### src/rtl/alu_ctrl_pkg.sv
// Shared types and constants for the ALU scheduler.
// Opcodes, scheduler states, flag positions and latency lookup.
package alu_ctrl_pkg;

    localparam logic [2:0] ALU_ADD  = 3'b000;
    localparam logic [2:0] ALU_SUB  = 3'b001;
    localparam logic [2:0] ALU_AND  = 3'b010;
    localparam logic [2:0] ALU_OR   = 3'b011;
    localparam logic [2:0] ALU_MUL  = 3'b100;
    localparam logic [2:0] ALU_DIV  = 3'b101;
    localparam logic [2:0] ALU_NOT  = 3'b110;
    localparam logic [2:0] ALU_PASS = 3'b111;

    localparam int FLAG_N   = 31;
    localparam int FLAG_Z   = 30;
    localparam int FLAG_INV = 29;
    localparam int FLAG_V   = 28;

    typedef enum logic [1:0] {
        S_IDLE = 2'd0,
        S_EXEC = 2'd1,
        S_RESP = 2'd2
    } sched_state_t;

    // Multiply and divide take the long path; everything else is simple.
    function automatic logic [3:0] op_latency(
        input logic [2:0] op,
        input int         muldiv_cycles,
        input int         simple_cycles
    );
        if (op == ALU_MUL || op == ALU_DIV)
            return 4'(muldiv_cycles);
        return 4'(simple_cycles);
    endfunction

endpackage

### src/rtl/alu_scheduler_rr_arb.sv
// Two-way grant for the shared ALU.
// Purely combinational; the priority register lives in the parent.
import alu_ctrl_pkg::*;

module alu_rr_arb2 (
    input  logic [1:0] valid,
    input  logic       prio,
    output logic [1:0] grant
);

    // A lone requester wins; on contention prio names the winner.
    always_comb begin
        grant = 2'b00;
        unique case (valid)
            2'b01:   grant = 2'b01;
            2'b10:   grant = 2'b10;
            2'b11:   grant = prio ? 2'b10 : 2'b01;
            default: grant = 2'b00;
        endcase
    end

endmodule

### src/rtl/alu_scheduler.sv
// Shares one external combinational ALU between two requesters.
// Holds operands for a per-opcode latency and returns a registered result.
import alu_ctrl_pkg::*;

module alu_scheduler #(
    parameter int MULDIV_CYCLES = 4,
    parameter int SIMPLE_CYCLES = 1
) (
    input  logic        clk,
    input  logic        rst_n,
    input  logic        req0_valid,
    output logic        req0_ready,
    input  logic [31:0] req0_a,
    input  logic [31:0] req0_b,
    input  logic [2:0]  req0_op,
    input  logic        req1_valid,
    output logic        req1_ready,
    input  logic [31:0] req1_a,
    input  logic [31:0] req1_b,
    input  logic [2:0]  req1_op,
    output logic        rsp0_valid,
    input  logic        rsp0_ready,
    output logic [31:0] rsp0_result,
    output logic [31:0] rsp0_flags,
    output logic        rsp1_valid,
    input  logic        rsp1_ready,
    output logic [31:0] rsp1_result,
    output logic [31:0] rsp1_flags,
    output logic [31:0] alu_a,
    output logic [31:0] alu_b,
    output logic [2:0]  alu_op,
    input  logic [31:0] alu_out,
    input  logic [31:0] alu_flags,
    output logic        busy
);

    sched_state_t state;
    logic         prio;
    logic         owner;
    logic [3:0]   cnt;
    logic [31:0]  a_q;
    logic [31:0]  b_q;
    logic [2:0]   op_q;
    logic [31:0]  res_q;
    logic [31:0]  flg_q;
    logic [1:0]   rsp_v;
    logic [1:0]   grant;
    logic [1:0]   accept;
    logic [31:0]  in_a;
    logic [31:0]  in_b;
    logic [2:0]   in_op;
    logic [31:0]  flags_cap;
    logic         unused_flags;

    alu_rr_arb2 u_arb (
        .valid ({req1_valid, req0_valid}),
        .prio  (prio),
        .grant (grant)
    );

    assign accept     = (state == S_IDLE) ? grant : 2'b00;
    assign req0_ready = accept[0];
    assign req1_ready = accept[1];

    assign in_a  = accept[1] ? req1_a  : req0_a;
    assign in_b  = accept[1] ? req1_b  : req0_b;
    assign in_op = accept[1] ? req1_op : req0_op;

    // Only the four architectural flag bits are kept.
    assign flags_cap    = {alu_flags[31:28], 28'd0};
    assign unused_flags = ^alu_flags[27:0];

    assign alu_a  = a_q;
    assign alu_b  = b_q;
    assign alu_op = op_q;

    assign rsp0_valid  = rsp_v[0];
    assign rsp1_valid  = rsp_v[1];
    assign rsp0_result = res_q;
    assign rsp1_result = res_q;
    assign rsp0_flags  = flg_q;
    assign rsp1_flags  = flg_q;

    assign busy = (state != S_IDLE);

    // Accept, hold operands for the op latency, then hand back the result.
    always_ff @(posedge clk or negedge rst_n) begin
        if (!rst_n) begin
            state <= S_IDLE;
            prio  <= 1'b0;
            owner <= 1'b0;
            cnt   <= 4'd0;
            a_q   <= 32'd0;
            b_q   <= 32'd0;
            op_q  <= ALU_ADD;
            res_q <= 32'd0;
            flg_q <= 32'd0;
            rsp_v <= 2'b00;
        end else begin
            unique case (state)
                S_IDLE: begin
                    if (|accept) begin
                        owner <= accept[1];
                        a_q   <= in_a;
                        b_q   <= in_b;
                        op_q  <= in_op;
                        cnt   <= op_latency(in_op, MULDIV_CYCLES,
                                            SIMPLE_CYCLES) - 4'd1;
                        state <= S_EXEC;
                    end
                end
                S_EXEC: begin
                    if (cnt == 4'd0) begin
                        res_q <= alu_out;
                        flg_q <= flags_cap;
                        rsp_v <= owner ? 2'b10 : 2'b01;
                        state <= S_RESP;
                    end else begin
                        cnt <= cnt - 4'd1;
                    end
                end
                S_RESP: begin
                    if ((rsp_v & {rsp1_ready, rsp0_ready}) != 2'b00) begin
                        rsp_v <= 2'b00;
                        prio  <= ~owner;
                        state <= S_IDLE;
                    end
                end
                default: state <= S_IDLE;
            endcase
        end
    end

endmodule

### config.mk
export PLATFORM = sky130hd
export DESIGN_NAME = alu_scheduler
export DESIGN_NICKNAME = d
export VERILOG_FILES = /design/src/rtl/alu_ctrl_pkg.sv /design/src/rtl/alu_scheduler_rr_arb.sv /design/src/rtl/alu_scheduler.sv
export SDC_FILE = /design/constraint.sdc
export NUM_CORES = 1
export LEC_CHECK = 0
export CORE_AREA = 2 2 155 157
export DETAILED_ROUTE_END_ITERATION = 6
export DIE_AREA = 0 0 157 159
export GPL_TIMING_DRIVEN = 0
export PLACE_DENSITY = 0.58
export SLEW_MARGIN = 15
export SYNTH_ARGS = -nofsm -noshare
export SYNTH_HDL_FRONTEND = slang
export SYNTH_SLANG_ARGS = --single-unit
### constraint.sdc
create_clock -name clk -period 1.8 [get_ports clk]
set_input_delay 0.18 -clock clk [delete_from_list [all_inputs] [get_ports clk]]
set_output_delay 0.18 -clock clk [all_outputs]
set_load 0.005 [all_outputs]
* Yosys cells after proc, flatten, opt, wreduce, memory -nomap -nowiden
Index checks and enable logic that the tools add are counted.
Widths: inputs -> output; s select.
** Word-level totals
- Register bits :: 113
- Logic and storage cells :: 62
- Output and inout bits :: 200
** Operators by class
- Reductions and logical operators :: 14
- Add/subtract/negate cells :: 2
- Bitwise logic cells :: 2
- Muxes and demuxes :: 23
- Equality and inequality tests :: 11
** Operators by type and width (count)
- $mux 32 :: 2
- $mux 4 :: 6
- $mux 2 :: 7
- $pmux 2 s3 :: 2
- $reduce_and 3->1 :: 3
- $pmux 4 s2 :: 1
- $reduce_bool 2->1 :: 4
- $sub 4x1->4 const B :: 2
- $eq 2x2->1 const B :: 3
- $eq 3x3->1 const B :: 2
- $ne 2x2->1 const B :: 3
- $reduce_and 2->1 :: 3
- $eq 2x1->1 const B :: 2
- $logic_not 4->1 :: 1
- $pmux 2 s2 :: 1
- $mux 1 :: 3
- $mux 3 :: 1
- $and 2x2->2 :: 1
- $logic_not 2->1 :: 1
- $ne 2x1->1 const B :: 1
- $reduce_or 2->1 :: 1
- $logic_or 1x1->1 :: 1
- $not 1->1 :: 1

* Longest topological paths before layout
Gate-level depths: netlist of run 1.
- Word-level depth :: 15
- Depth in mapped cells :: 8

* Hierarchy
From an unflattened synthesis of run 1, not the netlist that was laid out.
** Unflattened totals
- Cells, all modules :: 593
- Area total of the unflattened synthesis :: 5659.2 µm²
** By module, submodules not included
- alu_scheduler :: instances 1, area each 5640.4 µm², sequential area each 2827.7 µm², cells an instance 590
- alu_rr_arb2 :: instances 1, area each 18.8 µm², sequential area each 0.0 µm², cells an instance 3

* Worst setup path after synthesis of run 1
No wires, ideal clock.
- Path type :: register to register
- From :: register state[1]
- To :: register cnt[2]
- Cell stages (with the launch flop) :: 8
- Data required time :: 1.671 ns
- Period minus slack after synthesis :: 1.616 ns
- Data arrival time :: 1.487 ns
- Path buffers :: 0
- Path slack :: 0.184 ns
- Cells stage by stage :: dfrtp_1 > and2b_1 > and2_1 > a31oi_1 > ha_1 > nor2b_1 > o31ai_1 > nand3_1
** On the way
- Word-level cells in the longest chain between the ends :: 14
** RTL lines
- start, declared :: line alu_scheduler.sv:37 : sched_state_t state;
- start signal, assigned :: line alu_scheduler.sv:89 : state <= S_IDLE;
- start signal, assigned :: line alu_scheduler.sv:109 : state <= S_EXEC;
- start signal, assigned :: line alu_scheduler.sv:117 : state <= S_RESP;
- $logic_not 2->1 :: line alu_scheduler.sv:61, alu_scheduler.sv:100
- $mux 2 :: line alu_scheduler.sv:61 : assign accept = (state == S_IDLE) ? grant : 2'b00;
- $mux 3 :: line alu_scheduler.sv:67 : assign in_op = accept[1] ? req1_op : req0_op;
- $eq 3x3->1 :: line alu_ctrl_pkg.sv:31 : if (op == ALU_MUL || op == ALU_DIV)
- $logic_or 1x1->1 :: line alu_ctrl_pkg.sv:31
- $mux 1 :: line alu_ctrl_pkg.sv:31
- $mux 1 :: line alu_scheduler.sv:102 : if (|accept) begin
- $mux 1 :: line alu_scheduler.sv:100 : unique case (state)
- $mux 4 :: line alu_ctrl_pkg.sv:33 : return 4'(simple_cycles);
- $mux 4 :: line alu_scheduler.sv:102
- $mux 4 :: line alu_scheduler.sv:100
- $sub 4x1->4 :: line alu_scheduler.sv:108 : SIMPLE_CYCLES) - 4'd1;
- $mux 4 :: line alu_scheduler.sv:102
- $pmux 4 s2 :: line alu_scheduler.sv:100
- end signal, assigned :: line alu_scheduler.sv:107 : cnt <= op_latency(in_op, MULDIV_CYCLES,
- end signal, assigned :: line alu_scheduler.sv:119 : cnt <= cnt - 4'd1;
- end, declared :: line alu_scheduler.sv:40 : logic [3:0] cnt;
Parallel ways exist; a longest one is shown, timed or not. The select of a mux whose other input is x is not followed.
A chain may end at the register's enable or synchronous reset.

* Worst setup path after layout of run 1
- From :: input req0_valid
- To :: register cnt[2]
** On the way
- Word-level cells in the longest chain between the ends :: 15
** RTL lines
- start, declared :: line alu_scheduler.sv:11 : input logic req0_valid,
- $eq 2x2->1 / $eq 2x1->1 (equally long branches) :: line alu_scheduler_rr_arb.sv:14 : unique case (valid)
- $pmux 2 s3 * :: line alu_scheduler_rr_arb.sv:14
- $mux 2 * :: line alu_scheduler.sv:61
- $mux 3 :: line alu_scheduler.sv:67
- $eq 3x3->1 :: line alu_ctrl_pkg.sv:31
- $logic_or 1x1->1 :: line alu_ctrl_pkg.sv:31
- $mux 1 :: line alu_ctrl_pkg.sv:31
- $mux 1 :: line alu_scheduler.sv:102
- $mux 1 :: line alu_scheduler.sv:100
- $mux 4 :: line alu_ctrl_pkg.sv:33
- $mux 4 :: line alu_scheduler.sv:102
- $mux 4 :: line alu_scheduler.sv:100
- $sub 4x1->4 :: line alu_scheduler.sv:108
- $mux 4 :: line alu_scheduler.sv:102
- $pmux 4 s2 :: line alu_scheduler.sv:100
Every way passes the cells marked *; elsewhere a longest branch is shown, timed or not. The select of a mux whose other input is x is not followed.

==> out/results.tsv, run 1 <==
metric	value	unit
status	completed	
timing.hold.worst.class	in -> async	
asyncSetResetFlopFracSynth	100	%
period_minus_slack	1.80	ns
grt_antenna_before_repair	1	
synth_edf_count	0	
timing.critical_path.from	req0_valid	
min_period_over_period	99.9	%
timing.max_cap.violations	0	
clkSlewWorstSetupHoldPaths	0.06	ns
ys_ff_latch	113	
max_freq	556	MHz
switching_share	30.1	%
synthesis.instances	521	
wire_per_inst	15.1	um
drt_drc_violations_left	0	
p_seq_share	27.4	%
report.final.setup_viol	0	
worst_skew	0.00899	ns
r2r_start	state[1]	
synth_top_cell_by_area	dfrtp_1	
grt_remaining_overflow	0	
die_area	0.0250	mm2
power.static_leakage	5.13	nW
grt_pass1_vias	4876	
fp.dieW	157	um
floorplan.initialDensity	25.1	%
cp.arrival	2.07	ns
post-route-util	45.5	%
routed-via-count	4955	
synth-main-ff-cell	dfrtp_1	
syn2layout_area_growth	81.3	%
synth.yosys.seq_area_share	48.5	%
vdd.ir_drop.worst	593	uV
die_h	159	um
rsz0062_at_grt	yes	
netlist-cell-type-count	37	
first_pass_iters	4	
detailedRoute.firstIterationViolations	178	
finalInstanceArea	0.0106	mm2
fin_nets	1133	
cell_internal_pwr	12.0	mW
power.density	1630	mW/mm2
net-switching-power	5.16	mW
postSynthAreaPerCell	11.2	um2
wire_length_of_the_first_global_routing_pass	28400	um
critical_path.startpoint_type	input pin	
placed_cell_area	0.00964	mm2
dp.final_hpwl	14400	um
detail_route.vias_per_cell	3.93	
post-place-ws	-0.500	ns
max_slew_margin	66.7	%
core_area	0.0232	mm2
nFillCells	2221	
i_o_pins	404	
report.final.hold_viol_count	0	
number_of_buffer_cells_added_on_primary_ports	318	
row_count	56	
comb_power_share	49.8	%
htree_num_levels	4	
num_antenna_cells	0	
timing.critical_path.fanout_max	6	
cts.path.max_buffers	2	
clock_tree_from_tritoncts	built	
slew_at_the_pin_closest_to_its_max_slew_limit	0.499	ns
critical_path_class	in -> reg	
hold_slack	0.268	ns
most_repeated_cell_in_the_gate_level_netlist_after_synthesis	dfrtp_1	
final.setup.worst_slack	0.00181	ns
required_time_of_the_worst_setup_path	2.07	ns
clock_power_share	22.8	%
maxSlewViolCount	0	
endpoint_kind	flop	
grtUsageTotal	14.9	%
clockRootBuffer	clkbuf_16	
r2r.worst_path.cells	8	
yosys.area.top_type_share	48.5	%
drt.antenna.violating_nets	0	
grt_start_max_net_pins	68	
clock_sink_count	113	
routed_wirelength	19000	um
post_synthesis_instance_area	0.00583	mm2
clk-insertion-delay-late	0.41	ns
post_route_cells_drive_above_1_share	22.6	%
cts_buf_count	17	
place.gp.congestion	0.743	
synth.cells.most_frequent	dfrtp_1 (113), buf_4 (98), nand2_1 (71)	
synth-warning-count	0	
synthTopCellsByArea	dfrtp_1 (49%), buf_4 (13%), mux2i_1 (12%), mux2_4 (9.0%), o21ai_0 (4.6%)	
## through the flow
stage | power (mW) | instances | TNS [ns]
CTS | 17.3 | 1256 | 0
global placement | 12.9 | 1213 | -502.15
detailed placement | 13.0 | 1214 | -25.81
floorplan | 8.34 | 576 | 0
finish | 17.2 | 1260 | 0
global route | 18.4 | 1260 | -0.0587
## critical path, cell delays in order
cell,delay (ns)
clkdlybuf4s50_1,0.69
nor2b_2,0.30
o31ai_4,0.09
a31oi_2,0.23
ha_2,0.22
nor2b_1,0.05
o31ai_1,0.22
nand3_1,0.10
## worst paths after layout
kind / end / slack, ns
worst max-delay path: cnt[2] / 0.002
worst min-delay path: alu_a[22] / 0.27
worst max register to register: cnt[2] / 0.01
worst min register to register: alu_a[18] / 0.48
max in group asynchronous: state[0] / 0.80
min in group clk: state[0] / 0.27
## power groups by stage
stage	Sequential (mW)	Combinational [mW]	Clock, mW
floorplan	4.71	3.62	0
global placement	4.71	8.22	0
detailed placement	4.75	8.28	0
CTS	4.72	8.57	4.03
global route	4.90	9.33	4.14
finish	4.70	8.56	3.92
## timing repair
item                                    in CTS  in global routing
endpoints found under the hold margin       46                  0
gates resized for setup                     19                 13
pin swaps                                    5                  8
setup buffers                               10                  3
cloned                                       0                  1
hold buffers                                 1                  0
endpoints found under the setup margin      36                 32
## cell usage in the layout (no fill, tap or decap), drive strengths merged, types with 2 or more instances in the layout
master	n
a21oi	2
buf	125
bufinv	6
clkbuf	31
clkdlybuf4s50	314
clkinv	5
conb	56
dfrtp	113
inv	5
mux2	37
mux2i	67
nand2	72
nand2b	4
nand3	4
nor2	3
nor2b	4
nor3	2
o21ai	74
o31ai	2
## final cells by class
| class | count | area [um2] | share of cell area (%) |
|---|---|---|---|
| Timing Repair Buffer | 334 | 3380 | 32.0 |
| Sequential cell | 113 | 2830 | 26.8 |
| Multi-Input combinational cell | 340 | 2380 | 22.5 |
| Buffer | 118 | 870 | 8.24 |
| Clock buffer | 20 | 457 | 4.33 |
| Tap cell | 319 | 399 | 3.78 |
| Clock inverter | 12 | 229 | 2.17 |
| Inverter | 4 | 17.5 | 0.166 |
## layer usage
metal  global-route usage (%)  part of all wire (%)  vias to the layer above
met5                        0                 0.068                        -
met1                     18.4                    43                     2242
met3                     5.36                   8.7                       20
met2                     24.4                    47                      251
met4                     4.34                   1.9                        2
li1                         -                     -                     2440
## flip-flops by register name, summed over array words and instances (netlist names)
name and count:
alu_b 32, rsp_v 2, state 2, owner 1
alu_op 3, rsp0_flags 4, rsp0_result 32, prio 1
alu_a 32, cnt 4
## cell families (layout without fill, tap and decap cells)
group                      count (synthesis)  in the layout  share of synthesized area [%]
other                                      1             56                         0.0644
AOI/OAI and AO/OA                         85             85                           7.90
buffers and inverters                    123            488                           15.2
muxes                                    104            104                           20.9
and+or+nand+nor                           94             94                           7.20
adders and majority gates                  1              1                          0.215
DFF                                      113            113                           48.5
No activity file was read; power rests on OpenSTA's default activity.
==> run 2, diff against run 1 <==
--- a/config.mk
+++ b/config.mk
@@ -10,6 +10,7 @@
 export DIE_AREA = 0 0 157 159
 export GPL_TIMING_DRIVEN = 0
 export PLACE_DENSITY = 0.58
+export RECOVER_POWER = 100
 export SLEW_MARGIN = 15
 export SYNTH_ARGS = -nofsm -noshare
 export SYNTH_HDL_FRONTEND = slang
==> out/results.tsv, run 2 (same netlist as run 1, synthesis figures left out) <==
metric	value	unit	change
status	finished, violations left		
failed_checks	setup timing		
slew_at_the_pin_closest_to_its_max_slew_limit	1.26	ns	+0.760 ns
fin_tns_setup	-0.0159	ns	-0.0159 ns
critical_path.startpoint_type	input pin		
finalInstanceArea	0.0105	mm2	-0.31%
clkSlewWorstSetupHoldPaths	0.05	ns	about the same
worst_skew	0.00962	ns	+0.000628 ns
i_o_pins	404		unchanged
grt_antenna_before_repair	1		unchanged
clock_tree_from_tritoncts	built		
max_freq	551	MHz	-0.97%
post-route-util	45.4	%	-0.14 points
grt_pass1_vias	4876		unchanged
clock_sink_count	113		unchanged
dp.final_hpwl	14400	um	unchanged
fp.dieW	157	um	unchanged
place.gp.congestion	0.743		unchanged
syn2layout_area_growth	80.7	%	
htree_num_levels	4		unchanged
wire_length_of_the_first_global_routing_pass	28400	um	unchanged
endpoint_kind	flop		
finalPower	16.5	mW	-3.9%
first_pass_iters	4		unchanged
grt_start_max_net_pins	68		unchanged
grtUsageTotal	14.9	%	unchanged
die_area	0.0250	mm2	unchanged
cp.arrival	2.09	ns	+0.02 ns
report.final.setup_viol	1		+1
number_of_buffer_cells_added_on_primary_ports	318		unchanged
wire_per_inst	15.1	um	-0.35%
row_count	56		unchanged
drt.antenna.violating_nets	0		unchanged
clk-insertion-delay-late	0.41	ns	about the same
period_minus_slack	1.82	ns	+0.0177 ns
critical_path_class	in -> reg		
power.density	1570	mW/mm2	-3.6%
max_slew_margin	16.1	%	-51 points
power.static_leakage	5.22	nW	+1.6%
routed-via-count	4959		+0.081%
final.setup.worst_slack	-0.0159	ns	-0.0177 ns
placed_cell_area	0.00964	mm2	unchanged
path_cells	clkdlybuf4s50_1 -> nor2b_2 -> o31ai_4 -> a31oi_2 -> ha_2 -> nor2b_1 -> o31ai_1 -> nand3_1		
min_period_over_period	101	%	+0.98 points
cts.path.max_buffers	2		unchanged
core_area	0.0232	mm2	unchanged
required_time_of_the_worst_setup_path	2.07	ns	about the same
detail_route.vias_per_cell	3.93		about the same
layout.cells.most_common	clkdlybuf4s50_1		
timing.hold.worst.class	in -> reg		
clockRootBuffer	clkbuf_16		
post_route_cells_drive_above_1_share	22.5	%	-0.11 points
fin_nets	1133		unchanged
maxSlewViolCount	0		unchanged
vdd.ir_drop.worst	592	uV	-0.14%
crit_slowest_cell	clkdlybuf4s50_1		
post-place-ws	-0.500	ns	unchanged
timing.critical_path.slowest_cell_delay	0.69	ns	about the same
floorplan.initialDensity	25.1	%	unchanged
grt_remaining_overflow	0		unchanged
drt_drc_violations_left	0		unchanged
report.final.hold_viol_count	0		unchanged
rsz0062_at_grt	yes		
die_h	159	um	unchanged
timing.critical_path.fanout_max	6		unchanged
detailedRoute.firstIterationViolations	183		+2.8%
timing.max_cap.violations	0		unchanged
routed_wirelength	19000	um	-0.27%
final_cell_mix	clkdlybuf4s50_1 (185), dlygate4sd3_1 (130), dfrtp_1 (112), buf_4 (104), nand2_1 (71)		
cts_buf_count	17		unchanged
run 2: cell types whose count changed in the layout (fill, tap and decap cells not counted), sizes merged:
cell / before / now
clkbuf: 31 / 34
clkdlybuf4s50: 314 / 185
dlygate4sd3: 1 / 130
diode: 0 / 1
buf: 125 / 122
run 2: path summary, 6_finish.rpt:
path / cells past startpoint / endpoint / start / slack [ns]
setup / recovery: 8 / cnt[2] / req0_valid / -0.02
hold / removal: 3 / state[0] / req1_valid / 0.30
setup reg to reg: 8 / cnt[2] / state[1] / 0
hold reg to reg: 2 / alu_a[18] / alu_a[18] / 0.47
max in group asynchronous: 3 / state[0] / rst_n / 0.22
min in group asynchronous: 2 / alu_a[22] / rst_n / 0.57
run 2: through the flow:
stage                     instances  hold WS (ns)
after floorplan                 576        -0.116
after global placement         1213         0.459
after detailed placement       1214         0.153
after CTS                      1256         0.238
after global routing           1261         0.314
final                          1261         0.296
run 2: critical path: cells and delay by family:
family,cells,cell delay (ns)
buffers and inverters,1,0.69
AND/OR/NAND/NOR,3,0.45
AO/OA/AOI/OAI,3,0.55
adder cells (fa/ha/maj),1,0.23
run 2: layer usage:
layer	up-vias	share of wire, %	global-route usage, %
met5	-	0	0
met3	17	8.4	5.36
met1	2252	43	18.4
met4	0	1.5	4.34
li1	2442	-	-
met2	248	47	24.4
run 2: what timing repair did:
action / CTS / global route
hold endpoints to repair: 46 / 0
endpoints found under the setup margin: 36 / 32
hold buffers: 1 / 0
cloned: 0 / 1
pin swaps: 5 / 8
buffers inserted: 10 / 3
gates resized for setup: 19 / 13
run 2: area by class of cell:
cell class / count / area (um2)
flip-flops and latches: 113 / 2830
inverters: 4 / 17.5
clock buffers: 20 / 457
diodes: 1 / 2.50
fillers: 2223 / 12700
clock inverters: 12 / 229
repair buffers: 334 / 3350
multi-input cells: 340 / 2370
plain buffers: 118 / 870
well taps: 319 / 399
run 2: power by group:
group	total, mW	switching, mW	internal [mW]
clock network	3.92	1.24	2.68
logic	7.94	3.02	4.91
registers	4.64	0.817	3.83
==> run 3, diff against run 2 <==
--- a/config.mk
+++ b/config.mk
@@ -11,6 +11,8 @@
 export GPL_TIMING_DRIVEN = 0
 export PLACE_DENSITY = 0.58
 export RECOVER_POWER = 100
+export REMOVE_ABC_BUFFERS = 1
+export SETUP_SLACK_MARGIN = 0.3
 export SLEW_MARGIN = 15
 export SYNTH_ARGS = -nofsm -noshare
 export SYNTH_HDL_FRONTEND = slang
==> out/results.tsv, run 3 (same netlist as run 1, synthesis figures left out) <==
metric	value	unit	change
cp.arrival	2.18	ns	+0.09 ns
cts.path.max_buffers	2		unchanged
maxSlewViolCount	0		unchanged
p_seq_share	27.7	%	-0.4 points
clock_sink_count	113		unchanged
finalPower	16.7	mW	+0.96%
grt_pass1_vias	4922		+0.94%
power.density	1620	mW/mm2	+3.5%
wire_per_inst	16.9	um	+12%
routed-via-count	4885		-1.5%
post_route_cells_drive_above_1_share	18.6	%	-3.9 points
detail_route.vias_per_cell	4.07		+3.6%
worst_skew	0.00901	ns	-0.000602 ns
power.static_leakage	4.86	nW	-6.9%
cts_buf_count	17		unchanged
hold_slack	0.370	ns	+0.0739 ns
fp.dieW	157	um	unchanged
max_slew_margin	9.06	%	-7.0 points
globalRouteMet3Util	5.28	%	-0.082 points
switching_share	33.9	%	+3.1 points
cell_internal_pwr	11.0	mW	-3.6%
critical_path.startpoint_type	flop		
wire_length_of_the_first_global_routing_pass	29400	um	+3.7%
number_of_buffer_cells_added_on_primary_ports	319		+0.31%
period_minus_slack	1.91	ns	+0.0895 ns
drt.antenna.violating_nets	0		unchanged
clock_power_share	19.9	%	-3.9 points
timing.critical_path.fanout_max	4		-2
i_o_pins	404		unchanged
final.setup.worst_slack	-0.105	ns	-0.0895 ns
clk-insertion-delay-late	0.41	ns	about the same
timing.hold.worst.class	in -> reg		
post-route-util	44.3	%	-1.1 points
fin_nets	1072		-5.4%
place.gp.congestion	0.724		-2.5%
failed_checks	setup timing		
required_time_of_the_worst_setup_path	2.08	ns	about the same
clockRootBuffer	clkbuf_16		
htree_num_levels	4		unchanged
comb_power_share	52.4	%	+4.3 points
grt_antenna_before_repair	0		-1
dp.final_hpwl	12900	um	-10%
report.final.hold_viol_count	0		unchanged
nFillCells	2239		+0.72%
first_pass_iters	4		unchanged
global_route.peak_usage_layer	met2		
net-switching-power	5.65	mW	+11%
rsz0062_at_grt	yes		
gr-usage-met2	27.3	%	+3.0 points
timing.max_cap.violations	0		unchanged
grt_start_max_net_pins	59		-13%
detailedRoute.firstIterationViolations	140		-23%
die_h	159	um	unchanged
clkSlewWorstSetupHoldPaths	0.06	ns	about the same
r2r_start	state[1]		
floorplan.initialDensity	25.1	%	unchanged
num_antenna_cells	0		-1
clock_tree_from_tritoncts	built		
hold_startpoint	alu_out[16]		
fin_tns_setup	-0.106	ns	-0.0896 ns
critical_path_class	reg -> reg		
grt_remaining_overflow	0		unchanged
final_cell_mix	clkdlybuf4s50_1 (173), dfrtp_1 (109), nand2_1 (71), conb_1 (56), dlygate4sd3_1 (53)		
report.final.setup_viol	2		+1
grtUsageTotal	15.6	%	+0.72 points
row_count	56		unchanged
drt_drc_violations_left	0		unchanged
max_freq	525	MHz	-4.7%
vdd.ir_drop.worst	727	uV	+23%
routed_wirelength	20300	um	+6.9%
die_area	0.0250	mm2	unchanged
layout.cells.most_common	clkdlybuf4s50_1		
grt_util_met1	18.2	%	-0.26 points
status	finished, violations left		
min_period_over_period	106	%	+5.0 points
core_area	0.0232	mm2	unchanged
timing.critical_path.from	state[1]		
syn2layout_area_growth	76.3	%	
slew_at_the_pin_closest_to_its_max_slew_limit	1.36	ns	+0.105 ns
endpoint_kind	flop		
==> run 3: cell types whose count changed in the layout (fill, tap and decap cells not counted), sizes merged <==
cell           previous run  this run
diode                     1         0
bufinv                    6         2
clkdlybuf4s50           185       173
dlygate4sd2               1        44
bufbuf                    0         4
nand3                     4         5
clkinv                    5         6
buf                     122        43
clkinvlp                  0         3
nand2                    72        79
dlygate4sd3             130        53
clkdlybuf4s25             0        48
clkbuf                   34        38
==> run 3: final timing paths <==
check                                   to  slack (ns)  cells after the start
max reg2reg                         cnt[2]       -0.11                      8
max in group asynchronous         state[1]        0.20                      3
min reg2reg                      alu_a[21]        0.47                      2
max                                 cnt[2]       -0.11                      8
min in group asynchronous        alu_b[29]        0.61                      2
min                        rsp0_result[16]        0.37                      2
==> run 3: routing by layer <==
layer | routed length (um) | up-vias
li1 | - | 2348
met1 | 7990 | 2290
met2 | 10300 | 235
met3 | 1760 | 12
met4 | 257 | 0
met5 | 0 | -
==> run 3: power groups by stage <==
stage          registers, mW  clock network (mW)  logic, mW
6_report                4.61                3.32       8.73
5_1_grt                 4.78                3.54       9.49
4_1_cts                 4.67                3.42       9.00
3_5_place_dp            4.77                   0       7.61
3_3_place_gp            4.75                   0       7.40
2_1_floorplan           4.80                   0       2.86
==> run 3: cell type report <==
| type | instances | area, um2 | area share, % |
|---|---|---|---|
| tap | 319 | 399 | 3.89 |
| multi-input combinational | 348 | 2590 | 25.3 |
| sequential | 113 | 2830 | 27.6 |
| clock inverter | 12 | 136 | 1.33 |
| timing repair buffer | 383 | 3850 | 37.5 |
| clock buffer | 20 | 437 | 4.25 |
| inverter | 4 | 17.5 | 0.171 |
==> run 3: per-stage QoR <==
stage                     worst slack (ns)  area, um2  instances
after floorplan                      -1.99       5160        457
after global placement               -4.44       8760       1095
after detailed placement            -0.884       8940       1101
after CTS                          -0.0290      10200       1186
after global routing                -0.155      10300       1199
final                               -0.105      10300       1199
==> run 3: what timing repair did <==
| action | in CTS | in global routing |
|---|---|---|
| hold buffers | 1 | 0 |
| gates cloned | 10 | 4 |
| hold endpoints to repair | 55 | 0 |
| resized for setup | 103 | 89 |
| pin swaps | 9 | 2 |
| endpoints found under the setup margin | 170 | 166 |
| setup buffers | 42 | 9 |
==> run 3: worst max-delay path, stage by stage (launching register included) <==
cell	delay (ns)
dfrtp_2	0.44
nor2_4	0.16
buf_6	0.13
nand4_1	0.16
a31oi_2	0.24
ha_2	0.23
nor2b_1	0.06
o31ai_1	0.26
nand3_1	0.11
==> patch 1: new RTL, config.mk and constraints of run 3 <==
Encoding of `sched_state_t`: now one-hot (3 bits for 3 states).
--- a/src/rtl/alu_ctrl_pkg.sv
+++ b/src/rtl/alu_ctrl_pkg.sv
@@ -18,6 +18,6 @@
 
-    typedef enum logic [1:0] {
-        S_IDLE = 2'd0,
-        S_EXEC = 2'd1,
-        S_RESP = 2'd2
+    typedef enum logic [2:0] {
+        S_IDLE = 3'b001,
+        S_EXEC = 3'b010,
+        S_RESP = 3'b100
     } sched_state_t;
Formal check against the unedited RTL: no difference found for any inputs over 4 cycles, from zero or initial values and one cycle with rst_n low; so few cycles prove little.
==> patch 1 against run 3 <==
  * The run still ends with negative setup slack left
  * Global-route usage is 0.85 points higher
  * Critical endpoint unchanged
  * Wire length rose by 3.3%
  * Largest power group unchanged
  * Clock skew fell by 0.0015 ns
  * Count of clock-buffer cells in the layout fell by 2
  * Clock power grew 6.9%
  * Largest cell class unchanged
  * Setup slack got worse by 0.27 ns
  * Synthesized area fell by 3.3%
  * Total power down 7.5%
  * Design area down 4.4%
  * Sequential cell count grew 1
  * Final cell count increased by 2.9%
==> patch 1: results (changes against run 3) <==
status=finished, violations left; failing checks=negative setup slack; comb pwr=0.00718 W (-18%); RePlAce Congestion=0.7569 (+4.5%); initial DRC count=162 (+16%); Via density=4.145 (+1.7%); clock-pin slew on the worst setup and hold paths=0.06 ns (about the same); Worst Hold Class=in2reg; top cells by area, synth=dfrtp_1 50%, buf_4 13%, nand2_1 9.4%, a31oi_1 7.4%, mux2_2 6.8%; post-synthesis compound-gate area fraction=9.238% (+1.3 points); met1 usage=19.03% (+0.86 points); largest net degree at the start of global routing=75 (+27%); register area share after synthesis=50.66% (+2.1 points); number of setup buffers added after CTS=13 (-69%); top routing layer used=met4; fraction of layout cells with a size suffix above 1=13.88% (-4.8 points); mux cell area share after synthesis=7.551% (-13 points); WL met3=1.930 mm (+9.6%); Metal-1 WL=8.563 mm (+7.2%); met2 Usage GRT=28.61% (+1.3 points); Clock Skew=0.007480 ns (-0.001534 ns); met3 Use GR=5.743% (+0.46 points); VDD IR max=0.5749 mV (-21%); Final Hold Slack=0.3267 ns (-0.04305 ns); CP top delay family=simple AND/OR/NAND/NOR gates; Post-DP HPWL=13.07 mm (+1.3%); crit-path max FO=2 (-2); Adder-Cell Fraction of Synth Area=0.2221% (+0.0073 points); most frequent cells after synthesis=141 x nand2_1, 113 x dfrtp_1, 96 x buf_4, 70 x nor2_1, 67 x a31oi_1; Lkg Pwr=4.278 nW (-12%); initial antenna violation count=0 (unchanged); Netlist cell types=39 (+5.4%); Synth Area in XOR/XNOR=0% (unchanged); placed insts=1165 (+5.8%); Tightest Pin Transition=1.309 ns (-0.05500 ns); PnR worst setup slack=-0.3801 ns (-0.2747 ns); first-pass GRT wire length=30.37 mm (+3.1%); total track usage=16.49% (+0.85 points); asr flop ratio synth=100.0% (unchanged); hold_buf cts=1 (unchanged); pre-CTS WS=-1.358 ns (-0.4739 ns); met2 WL=10.17 mm (-1.1%); Slowest cell on crit path=dfstp_2; Mapped Cells=592 (+14%); H-tree level count=4 (unchanged); Final TNS setup=-18.40 ns (-18.29 ns); fill count=2295 (+2.5%); Final Setup Violations=107 (+105); switching part of the total=34.10% (+0.21 points); WL final=20.96 mm (+3.3%); cts repair resizes=94 (-8.7%); nets=1107 (+3.3%); vias in the first global route=5043 (+2.5%); leading area contributor after synthesis=dfrtp_1; clock power share=23.0% (+3.1 points); Ant. Diodes=0 (unchanged); CP max stage delay=0.52 ns (+0.08 ns); clk buf depth=2 (unchanged); worst-skew pair later-pin latency=0.41 ns (about the same); Wirelength per Cell=16.99 um (+0.40%)
-- patch 1: cell types whose count changed after synthesis, moves of 6 or more --
cell / delta
o21ai_1: -19
a31oi_1: +66
buf_2: +6
mux2_4: -35
nand2_1: +70
nor2_1: +68
o21ai_0: -51
mux2_2: +33
mux2i_1: -65
-- patch 1: through the flow --
stage               area [sq um]  power [W]
global route                9819    0.01658
finish                      9819    0.01541
floorplan                   4972   0.007072
CTS                         9567    0.01568
detailed placement          8693    0.01186
global placement            8564    0.01130
-- patch 1: area by class of cell --
class	instances	share of cell area, %
repair buffers	356	36.84
flip-flops and latches	114	29.06
multi-input cells	407	22.87
clock buffers	18	4.472
well taps	319	4.065
clock inverters	14	1.848
repair inverters	3	0.5607
inverters	3	0.2803
-- patch 1: worst paths after layout --
check,from,to,cells after the start
worst max register to register,state[0],cnt[2],8
worst min-delay path,req1_a[17],alu_a[17],3
max in group asynchronous,rst_n,state[0],3
min in group asynchronous,rst_n,alu_a[11],2
worst max-delay path,state[0],cnt[2],8
worst min register to register,owner,prio,1
==> patch 2: new RTL, settings of run 3 <==
Without the edit above. Put one more register stage on the output `rsp0_flags`, cleared by the reset. The value now appears one clock later. The other outputs are not delayed to match.
--- a/src/rtl/alu_scheduler.sv
+++ b/src/rtl/alu_scheduler.sv
@@ -80,3 +80,9 @@
     assign rsp1_result = res_q;
-    assign rsp0_flags  = flg_q;
+    always_ff @(posedge clk or negedge rst_n) begin
+        if (!rst_n) begin
+            rsp0_flags <= '0;
+        end else begin
+            rsp0_flags <= flg_q;
+        end
+    end
     assign rsp1_flags  = flg_q;
Formal check against the unedited RTL: not equivalent (a bounded check fails within 4 cycles, from zero or initial values and one cycle with rst_n low).
==> patch 2 against run 3 <==
  * The run still ends with negative setup slack left
  * Sequential cell count up 4
  * Setup slack worse by 0.032 ns
  * Combinational power grew 8.0%
  * Design area is 5.0% higher
  * Total power is 6.3% higher
  * Sequential power up 4%
  * Synthesized area up 1.2%
  * Wire length grew 3.0%
  * Critical path type unchanged
  * Largest cell class unchanged
==> patch 2: results (changes against run 3) <==
status=finished, violations left; failing checks=negative setup slack; crit-path max FO=3 (-1); worst-skew pair later-pin latency=0.41 ns (about the same); Lkg Pwr=5.070 nW (+4.4%); initial antenna violation count=0 (unchanged); Top FF cell, synth=dfrtp_1; Post-DP Area=9027 sq um (+0.98%); worst hold stages=2 (unchanged); Clock Skew=0.008658 ns (-0.0003565 ns); P_sw=0.005853 W (+3.7%); drt pass-1 iters=4 (unchanged); total track usage=15.91% (+0.27 points); Num CTS Buffers=17 (unchanged); top routing layer used=met4; Wirelength per Cell=17.23 um (+1.8%); most frequent cells after synthesis=117 x dfrtp_1, 94 x buf_4, 71 x nand2_1, 67 x mux2i_1, 54 x o21ai_0; Netlist cell types=37 (unchanged); asr flop ratio synth=100.0% (unchanged); comb pwr=0.00943 W (+8.0%); H-tree level count=4 (unchanged); Worst Hold Class=in2reg; met2 Usage GRT=26.63% (-0.70 points); number of routed nets with antenna violations=0 (unchanged); PnR worst setup slack=-0.1372 ns (-0.03180 ns); nets=1088 (+1.5%); vias in the first global route=5088 (+3.4%); top cells by area, synth=dfrtp_1 50%, buf_4 12%, mux2i_1 11%, mux2_4 8.9%, o21ai_0 4.6%; clock-pin slew on the worst setup and hold paths=0.06 ns (about the same); first-pass GRT wire length=29.77 mm (+1.1%); Via density=4.103 (+0.71%); register area share after synthesis=49.66% (+1.1 points); Ant. Diodes=0 (unchanged); reg2reg path depth=8 (unchanged); initial DRC count=165 (+18%); hold_buf cts=1 (unchanged); number of setup buffers added after CTS=34 (-19%); VDD IR max=0.6493 mV (-11%); clk buf depth=2 (unchanged); P_seq=0.00481 W (+4%); cts repair resizes=136 (+32%); Metal-1 WL=8.645 mm (+8.2%); WL met3=1.284 mm (-27%); met3 Use GR=4.682% (-0.60 points); RePlAce Congestion=0.7420 (+2.5%); clk root buf=clkbuf_16; Final Setup Violations=25 (+23); Worst EP arrival=2.21 ns (+0.03 ns); Syn. warnings=0 (unchanged); Slew headroom=43.24% (+34 points); largest net degree at the start of global routing=60 (+1.7%); met2 WL=10.33 mm (+0.54%); Post-DP HPWL=12.52 mm (-2.9%); sequential power share=27.1% (-0.6 points); met1 usage=19.29% (+1.1 points); fraction of layout cells with a size suffix above 1=21.36% (+2.7 points); Final TNS setup=-0.5712 ns (-0.4657 ns)
## patch 2: metrics by stage
stage	worst slack (ns)	util, %	cells
finish	-0.1372	46.50	1213
global route	-0.2155	46.50	1213
CTS	0.01295	44.45	1181
detailed placement	-0.6555	38.92	1105
global placement	-4.425	38.19	1099
floorplan	-1.994	-	461
## patch 2: path summary, 6_finish.rpt
check / startpoint / end / slack [ns]
setup / recovery: state[1] / cnt[2] / -0.14
setup reg to reg: state[1] / cnt[2] / -0.14
hold reg to reg: rsp1_flags[28] / rsp0_flags[28] / 0.40
hold / removal: alu_flags[31] / rsp1_flags[31] / 0.37
max in group asynchronous: rst_n / state[0] / 0.31
min in group asynchronous: rst_n / alu_b[7] / 0.43
## patch 2: cell families (layout without fill, tap and decap cells)
| family | after synthesis | in the layout | synth area share (%) |
|---|---|---|---|
| other | 1 | 56 | 0.06361 |
| AOI/OAI and AO/OA | 85 | 85 | 7.810 |
| and+or+nand+nor | 94 | 100 | 7.110 |
| buffers and inverters | 119 | 431 | 14.47 |
| muxes | 104 | 104 | 20.67 |
| adders and majority gates | 1 | 1 | 0.2122 |
| DFF | 117 | 117 | 49.66 |
## patch 2: worst max-delay path, cell delays in order, from the launching register on
cell and delay [ns]:
dfrtp_2 0.44, nor2_4 0.15, buf_6 0.12, nand4_1 0.14, a31oi_2 0.25, ha_2 0.24, nor2b_1 0.05, o31ai_1 0.28
nand3_1 0.14
## patch 2: cell type report
class,count,area (sq um)
fillers,2239,12410
flip-flops and latches,117,2930
repair buffers,397,4187
multi-input cells,346,2658
inverters,4,15.01
well taps,319,399.1
clock inverters,12,156.4
clock buffers,18,439.2
